<file path="src/rtl/fetch_sequencer_pkg.sv">
// Shared definitions for the fetch sequencer: instruction layout, opcodes and FSM states.
// An instruction word is {opcode[27:24], imm[23:0]}; a NOP's imm is its delay count.
package fetch_sequencer_pkg;

    localparam int unsigned AddrWidth  = 16;
    localparam int unsigned InstrWidth = 28;
    localparam int unsigned OpWidth    = 4;
    localparam int unsigned ImmWidth   = 24;

    localparam logic [OpWidth-1:0] OpNop   = 4'h0;
    localparam logic [OpWidth-1:0] OpAdd   = 4'h1;
    localparam logic [OpWidth-1:0] OpSub   = 4'h2;
    localparam logic [OpWidth-1:0] OpAnd   = 4'h3;
    localparam logic [OpWidth-1:0] OpOr    = 4'h4;
    localparam logic [OpWidth-1:0] OpXor   = 4'h5;
    localparam logic [OpWidth-1:0] OpLoad  = 4'h6;
    localparam logic [OpWidth-1:0] OpStore = 4'h7;
    localparam logic [OpWidth-1:0] OpJump  = 4'h8;

    typedef enum logic [1:0] {
        StFetch = 2'd0,
        StWait  = 2'd1,
        StFlush = 2'd2
    } fetch_state_e;

    function automatic logic [OpWidth-1:0] instr_opcode(input logic [InstrWidth-1:0] instr);
        return instr[InstrWidth-1 -: OpWidth];
    endfunction

    function automatic logic [ImmWidth-1:0] instr_imm(input logic [InstrWidth-1:0] instr);
        return instr[ImmWidth-1:0];
    endfunction

    // True only for NOPs that actually request a delay.
    function automatic logic is_delay_nop(input logic [InstrWidth-1:0] instr);
        return (instr_opcode(instr) == OpNop) && (instr_imm(instr) != '0);
    endfunction

endpackage

</file>
<file path="src/rtl/fetch_sequencer_delay_counter.sv">
// Down-counter that times the WAIT state after a delaying NOP.
// done_o flags the last wait cycle (count == 1).
module delay_counter
    import fetch_sequencer_pkg::*;
(
    input  logic                clk_i,
    input  logic                rst_i,
    input  logic                load_i,
    input  logic                dec_en_i,
    input  logic [ImmWidth-1:0] load_val_i,
    output logic                done_o
);

    logic [ImmWidth-1:0] count_q, count_d;

    always_comb begin
        count_d = count_q;
        if (load_i) begin
            count_d = load_val_i;
        end else if (dec_en_i && (count_q != '0)) begin
            count_d = count_q - ImmWidth'(1);
        end
    end

    always_ff @(posedge clk_i or posedge rst_i) begin
        if (rst_i) begin
            count_q <= '0;
        end else begin
            count_q <= count_d;
        end
    end

    assign done_o = (count_q == ImmWidth'(1));

endmodule

</file>
<file path="src/rtl/fetch_sequencer.sv">
// Instruction fetch sequencer: walks the PC through ROM, issues registered instructions,
// inserts NOP-requested wait cycles and flushes one cycle on a branch redirect.
module fetch_sequencer
    import fetch_sequencer_pkg::*;
#(
    parameter bit          P_DELAY_EN = 1'b1,
    parameter logic [15:0] P_RESET_PC = 16'd0
) (
    input  logic        Clock,
    input  logic        Reset,
    output logic [15:0] oAddress,
    input  logic [27:0] iInstruction,
    input  logic        iStall,
    input  logic        iBranchTaken,
    input  logic [15:0] iBranchTarget,
    output logic [27:0] oInstruction,
    output logic        oValid,
    output logic [15:0] oPC
);

    fetch_state_e    state_q, state_d;
    logic [15:0]     pc_q, pc_d;
    logic [27:0]     instr_q, instr_d;
    logic [15:0]     opc_q, opc_d;
    logic            valid_q, valid_d;

    logic                cnt_load;
    logic                cnt_dec;
    logic [ImmWidth-1:0] cnt_load_val;
    logic                cnt_done;

    delay_counter u_delay_counter (
        .clk_i      (Clock),
        .rst_i      (Reset),
        .load_i     (cnt_load),
        .dec_en_i   (cnt_dec),
        .load_val_i (cnt_load_val),
        .done_o     (cnt_done)
    );

    always_comb begin
        state_d      = state_q;
        pc_d         = pc_q;
        instr_d      = instr_q;
        opc_d        = opc_q;
        valid_d      = valid_q;
        cnt_load     = 1'b0;
        cnt_dec      = 1'b0;
        cnt_load_val = '0;

        if (iBranchTaken) begin
            // Redirect wins over stall and any state; the word at the old PC is dropped.
            pc_d     = iBranchTarget;
            valid_d  = 1'b0;
            cnt_load = 1'b1;
            state_d  = StFlush;
        end else begin
            unique case (state_q)
                StFetch: begin
                    if (!iStall) begin
                        instr_d = iInstruction;
                        opc_d   = pc_q;
                        valid_d = 1'b1;
                        pc_d    = pc_q + 16'd1;
                        if (P_DELAY_EN && is_delay_nop(iInstruction)) begin
                            cnt_load     = 1'b1;
                            cnt_load_val = instr_imm(iInstruction);
                            state_d      = StWait;
                        end
                    end
                end
                StWait: begin
                    // The NOP stays visible on oInstruction but is never re-issued while waiting.
                    valid_d = 1'b0;
                    if (!iStall) begin
                        cnt_dec = 1'b1;
                        if (cnt_done) begin
                            state_d = StFetch;
                        end
                    end
                end
                StFlush: begin
                    // Always a single bubble so the target issues two cycles after the branch.
                    valid_d = 1'b0;
                    state_d = StFetch;
                end
                default: begin
                    valid_d = 1'b0;
                    state_d = StFetch;
                end
            endcase
        end
    end

    always_ff @(posedge Clock or posedge Reset) begin
        if (Reset) begin
            state_q <= StFetch;
            pc_q    <= P_RESET_PC;
            instr_q <= {OpNop, {ImmWidth{1'b0}}};
            opc_q   <= 16'd0;
            valid_q <= 1'b0;
        end else begin
            state_q <= state_d;
            pc_q    <= pc_d;
            instr_q <= instr_d;
            opc_q   <= opc_d;
            valid_q <= valid_d;
        end
    end

    assign oAddress     = pc_q;
    assign oInstruction = instr_q;
    assign oPC          = opc_q;
    assign oValid       = valid_q;

endmodule

</file>
<file path="config.mk">
export PLATFORM = sky130hd
export DESIGN_NAME = fetch_sequencer
export DESIGN_NICKNAME = d
export VERILOG_FILES = /design/src/rtl/fetch_sequencer_pkg.sv /design/src/rtl/fetch_sequencer_delay_counter.sv /design/src/rtl/fetch_sequencer.sv
export SDC_FILE = /design/constraint.sdc
export NUM_CORES = 1
export LEC_CHECK = 0
export CAP_MARGIN = 20
export CORE_ASPECT_RATIO = 0.6
export CORE_MARGIN = 2
export CORE_UTILIZATION = 53
export CTS_BUF_LIST = sky130_fd_sc_hd__clkbuf_8 sky130_fd_sc_hd__clkbuf_16
export DETAILED_ROUTE_END_ITERATION = 12
export GPL_TIMING_DRIVEN = 0
export PLACE_DENSITY = 0.85
export SETUP_SLACK_MARGIN = 0.5
export SLEW_MARGIN = 30
export SYNTH_ARGS = -nofsm -noshare
export SYNTH_HDL_FRONTEND = slang
export SYNTH_SLANG_ARGS = --single-unit
</file>
<file path="constraint.sdc">
create_clock -name Clock -period 5.73 [get_ports Clock]
set_input_delay 0.8595 -clock Clock [delete_from_list [all_inputs] [get_ports Clock]]
set_output_delay 0.8595 -clock Clock [all_outputs]
set_load 0.01 [all_outputs]
</file>
After elaboration in Yosys (flattened, before gate mapping)
Cells that the tools add are included.
- flip-flop bits (word level): 87
- logic and storage cells: 53
- add/sub/neg operators: 2
- eq/ne operators: 7
- muxes and demuxes: 25
- bitwise logic cells: 2
- reduce and logical (&&, ||, !) cells: 11
- operators with widths (operator ; number):
    $mux W24 ; 6
    $mux W16 ; 3
    $reduce_bool A24 Y1 ; 2
    $eq A24 B1 Y1 const B ; 1
    $sub A24 B1 Y24 const B ; 1
    $add A16 B1 Y16 const B ; 1
    $ne A3 B3 Y1 const B ; 4
    $mux W1 ; 10
    $mux W2 ; 5
    $logic_not A4 Y1 ; 1
    $pmux W2 S2 ; 1
    $reduce_and A4 Y1 ; 1
    $reduce_bool A2 Y1 ; 2
    $reduce_and A3 Y1 ; 1
    $eq A2 B1 Y1 const B ; 1
    $logic_and A1 B1 Y1 ; 2
    $logic_not A2 Y1 ; 1
    $ne A2 B1 Y1 const B ; 1
    $not A1 Y1 ; 2
    $reduce_and A2 Y1 ; 1

Longest topological paths before layout
- depth after elaboration: 7
- depth in mapped cells: 9

By module
Synthesis repeated with hierarchy kept, for this count alone.
- cell total of the unflattened synthesis: 407
- area total of the unflattened synthesis: 4440.5 um^2
- modules (own cells, without submodules) (module ; instances ; cells an instance ; area an instance (um^2)):
    fetch_sequencer ; 1 ; 244 ; 2877.8
    delay_counter ; 1 ; 163 ; 1562.7

Worst setup path before layout
No wires, ideal clock.
- path type: input to register
- from: in iBranchTaken
- to: reg u_delay_counter.count_q[9]
- setup time: 111 ps
- data arrival time: 2356 ps
- required time: 5619 ps
- slack: 3263 ps
- stages on the path: 7
- path through: buf_2 nor4_4 and2_1 o21a_1 o21ai_1 a21boi_1 a2111oi_2
- word-level cells in the longest chain between the ends: 3
- RTL lines (what ; line ; text):
    start, declared ; fetch_sequencer.sv:14 ; input logic iBranchTaken,
    $mux W1 ; fetch_sequencer.sv:51 ; if (iBranchTaken) begin
    $logic_and A1 B1 Y1 ; fetch_sequencer_delay_counter.sv:20 ; end else if (dec_en_i && (count_q != '0)) begin
    $reduce_bool A2 Y1 (no source line) ; - ;
    end signal, assigned ; fetch_sequencer_delay_counter.sv:29 ; count_q <= count_d;
    end, declared ; fetch_sequencer_delay_counter.sv:14 ; logic [ImmWidth-1:0] count_q, count_d;
Several ways; a longest one is shown, not always the timed one.
A chain may end at the register's enable or synchronous reset.

Worst setup path in the final report
- from: in iInstruction[23]
- to: reg u_delay_counter.count_q[11]
- word-level cells in the longest chain between the ends: 7
- RTL lines (what ; line ; text):
    start, declared ; fetch_sequencer.sv:12 ; input logic [27:0] iInstruction,
    $reduce_bool A24 Y1 (*) ; fetch_sequencer_pkg.sv:36 ; return (instr_opcode(instr) == OpNop) && (instr_imm(instr) != '0);
    $logic_and A1 B1 Y1 (*) ; fetch_sequencer_pkg.sv:36 ;
    $mux W24 / $mux W1 (equally long branches) ; fetch_sequencer.sv:65 ; if (P_DELAY_EN && is_delay_nop(iInstruction)) begin
    $mux W24 / $mux W1 (equally long branches) ; fetch_sequencer.sv:60 ; if (!iStall) begin
    $mux W24 / $mux W1 (equally long branches) ; fetch_sequencer.sv:58 ; unique case (state_q)
    $mux W24 / $mux W1 (equally long branches) ; fetch_sequencer.sv:51 ;
    $mux W24 / $reduce_bool A2 Y1 (equally long branches) ; - ;
Mark *: on every way between the ends. The rest lies on a longest branch, timed or not.

==> results.md <==
Outcome:
- The flow ran to the end, and the final reports show no timing, DRC or antenna violations.

Synth:
- Of the total synthesized cell area, the portion taken by full adders, half adders and majority gates is 0.0115.
- Counting distinct cell types in the post-synthesis netlist gives 57.
- The proportion of register bits with asynchronous set or reset after synthesis is 1.00.
- Sorting the synthesized cells by area gives the leading types as dfrtp_1 (50%), mux2_2 (11%), nand2_1 (4.0%), o21ai_0 (3.7%), a21oi_1 (3.2%).
- The area fraction in compound gates after synthesis was 0.140.
- The sequential cell area fraction in the yosys report is 0.501.
- Sorting the synthesized cells by how often they occur yields dfrtp_1 (87), nand2_1 (46), mux2_2 (44).
- Among all flip-flop cells after synthesis, the most frequent one is dfrtp_1.
- The xor and xnor fraction of the mapped netlist area is 0.0302.
- Among all cell types in the netlist, the one instantiated most often is dfrtp_1.
- The top cell type by total area after synthesis is dfrtp_1.
- Of the post-synthesis cell area, the dominant cell type holds 0.501.
- The number of nets handed over by synthesis was 470.
- The average size of a mapped cell is 10.4 um2.
- The number of enable-type register cells in the synthesized netlist is 0.
- The area fraction in and, or, nand and nor cells after synthesis is 0.178.
- Yosys printed 0 warnings.
- The proportion of synthesized area in mux cells is 0.116.
- Counting every instance in the synthesized netlist gives between 400 and 500.
- In this run, synthesis produced a sequential element count of 87.
- By area, the combinational part of the netlist is dominated by simple AND/OR/NAND/NOR gates.
- The netlist area before placement is 4350 um2.

Critical path:
- The critical setup path kind is input port to register.
- The highest net fanout along the worst path is 8.
- The startpoint type of the worst setup path is an input port.
- Traced cell by cell, the critical path runs through clkdlybuf4s50_1 > nor4_1 > nand4_1 > o21a_1 > nor2_1 > o21ai_0 > a221oi_1.
- The largest individual stage delay along the critical path comes from the cell nor4_1.
- STA puts the critical path data arrival time at 3.78 ns.
- The largest single stage delay on the critical path is 0.63 ns.
- STA classifies the critical path endpoint as a register.
- The required time at the worst-slack endpoint is 5.98 ns.

STA:
- The worst pin sits at a relative slew slack of 0.297.
- The period utilization is 0.617.
- Based on the critical path, the design can be clocked at up to 283 MHz.
- The final max-slew violation count is 0.
- Setup repair after global routing left no endpoint under its margin.
- Between clock sinks in the finished design, the worst skew comes to 0.00543 ns.
- The setup TNS is 0 ns.
- Setup violations remaining at the end of the flow were counted as 0.
- For the pin with the worst max-slew slack, the measured transition is 1.05 ns.
- The slack of the critical path is 2.20 ns.
- The number of hold violations in the final report was 0.
- For the finished layout, the period the worst path requires is 3.53 ns.

Route:
- Summed over all layers, the routed wires come to 13.1 mm.
- The detail route stage leaves a number of antenna-violating nets equal to 0.
- The number of iterations in the first detailed-routing pass is 5.
- Dividing the detail-routed wire length by the instance count gives 20.2 um.
- Dividing the detail-routed via count by the number of cells gives ~6.
- After detailed routing, the number of remaining DRC violations is 0.
- The count of routing violations after the opening detailed-route iteration is approximately 500.
- The overall via count from detail_route is 4008.

Floorplanning:
- The effective utilization at floorplan is 0.550.
- 109 I/O pins were placed.
- The die height is 74.2 um.
- The placement row count is 25.
- The area of the die is 8970 um2.
- The die outline width is 121 um.
- The core region area is between 7000 and 8000 um2.

CTS:
- The number of H-tree levels is 3.
- The number of buffers on the longest clock path is 2.
- Gates resized during post-CTS repair numbered 0.
- The clock tree from TritonCTS is yes.
- Hold repair after CTS inserted 0 buffers.
- The root buffer cell chosen for the clock tree is clkbuf_16.
- The clock reaches the later pin of the worst-skew pair after 0.34 ns.
- After clock tree synthesis, the clock-pin slew on the worst setup and hold paths is 0.06 ns.
- The number of clock sinks is 87.
- The number of buffers added for setup after CTS is 0.
- The CTS buffer count is 9.

Global route:
- Entering global routing, the biggest net connects 69 pins.
- The global-route wire length before repair is 20.9 mm.
- The initial antenna violation count was 0.
- The overall overflow remaining after global route is 0.
- The total global routing track utilization is 0.311.
- The via count of the first global-routing pass was 4010.

Pwr:
- The switching power total is 0.000546 W.
- The peak ir drop on the vdd network is 0.000238 V.
- The internal portion of total power is 0.00132 W.
- In this run the static leakage power is 2.41 nW.
- The share of total power dissipated in sequential elements is 0.416.
- The combinational share of power is 0.263.
- The power per cell area is about 320 nW/um2.
- The switching share of total power is 0.292.
- The clock network power share is 0.321.

Layout:
- 0 antenna diodes ended up in the layout.
- The area added between synthesis and finish is 35.5%.
- In the final layout, the share of cells above drive strength 1 is 0.155.
- The number of nets in the layout is 589.

Worst hold path:
- The worst min-delay path category is register to register.

Place:
- The worst setup slack after placement is about 2.0 ns.
- Routability-driven placement finished with a final weighted congestion of 0.934.
- The HPWL reported at the end of detailed placement is 9.69 mm.
- The count of buffers inserted at the top-level ports is about 110.

Flow run:
- Max-cap violations in this run came to 0.
==> through the flow <==
| stage | hold WS (ns) | utilization | power (W) | instance area [um2] | cells |
|---|---|---|---|---|---|
| finish | 0.504 | 0.745 | 0.00187 | 5890 | 650 |
| global route | 0.522 | 0.745 | 0.00195 | 5890 | 650 |
| CTS | 0.509 | 0.745 | 0.00188 | 5890 | 650 |
| detailed placement | 0.495 | 0.706 | 0.00127 | 5590 | 634 |
| global placement | 0.489 | 0.702 | 0.00125 | 5560 | 633 |
| floorplan | 0.487 | - | 0.00100 | 4350 | 418 |
==> area by class of cell <==
class                      instances  area [um2]
multi-input combinational        309        2070
clock buffer                      10         239
inverter                           6        27.5
clock inverter                     6        67.6
sequential                        87        2180
tap                              108         135
timing repair buffer             108        1100
fill                             552        2020
buffer                            16        81.3
==> critical path: cells and delay by family <==
kind | cells | cell delay, ns
AO/OA/AOI/OAI | 3 | 0.85
AND/OR/NAND/NOR | 3 | 1.51
buffers and inverters | 1 | 0.54
==> cells by family (layout without fill, tap and decap cells) <==
logic type / count (synthesis) / count (layout)
simple gates: 148 / 148
compound gates: 97 / 97
flops: 87 / 87
mux: 45 / 45
buf+inv: 22 / 146
xor+xnor: 15 / 15
fa+ha+maj: 4 / 4
==> sequential cells by signal, indices dropped and copies added (netlist names) <==
name / cells
oAddress: 16
oInstruction: 28
state_q: 2
u_delay_counter.count_q: 24
oPC: 16
oValid: 1
==> routing by layer <==
metal | track usage | vias to the layer above | wire length (um)
met5 | 0 | - | 0
met4 | 0.0982 | 0 | 246
met3 | 0.100 | 32 | 1280
met2 | 0.459 | 211 | 5760
met1 | 0.442 | 1977 | 5830
li1 | - | 1788 | -
==> path summary, 6_finish.rpt <==
path / startpoint / end / cells past startpoint / slack, ns
hold / removal: oPC[11] / oPC[11] / 1 / 0.50
max in group asynchronous: Reset / oInstruction[2] / 3 / 4.31
min in group asynchronous: Reset / oInstruction[14] / 2 / 0.84
hold reg to reg: oPC[11] / oPC[11] / 1 / 0.50
setup / recovery: iInstruction[23] / u_delay_counter.count_q[11] / 7 / 2.20
setup reg to reg: state_q[0] / u_delay_counter.count_q[2] / 7 / 3.10
==> cell usage in the layout, fill, tap and decap left out, types with 2 or more instances in the layout <==
cell	count
nand2_1	46
o21a_1	4
dfrtp_1	87
mux2_2	44
nor4_2	2
inv_1	5
ha_1	4
o21ai_0	32
and3_1	4
nor3_1	13
a31oi_1	2
a21o_1	4
a21oi_1	28
clkdlybuf4s50_1	107
clkbuf_16	9
nor4_1	13
clkinvlp_4	2
buf_2	5
or2_2	2
xor2_1	10
xnor2_1	5
nand4_1	6
nor3b_1	2
nand3_1	11
nor3_2	2
a311oi_1	5
inv_6	2
and2_1	3
clkbuf_1	8
a221oi_1	5
or4_1	3
a22oi_1	2
or3_1	4
buf_4	2
nor2_1	28
==> power by group through the flow <==
stage / clock network [W] / logic [W] / registers [W]
after floorplan: 0 / 0.000197 / 0.000808
after global placement: 0 / 0.000470 / 0.000777
after detailed placement: 0 / 0.000485 / 0.000786
after CTS: 0.000608 / 0.000492 / 0.000777
after global routing: 0.000636 / 0.000529 / 0.000789
final: 0.000600 / 0.000493 / 0.000778
Note: power is estimated with default switching activity, not from simulation.
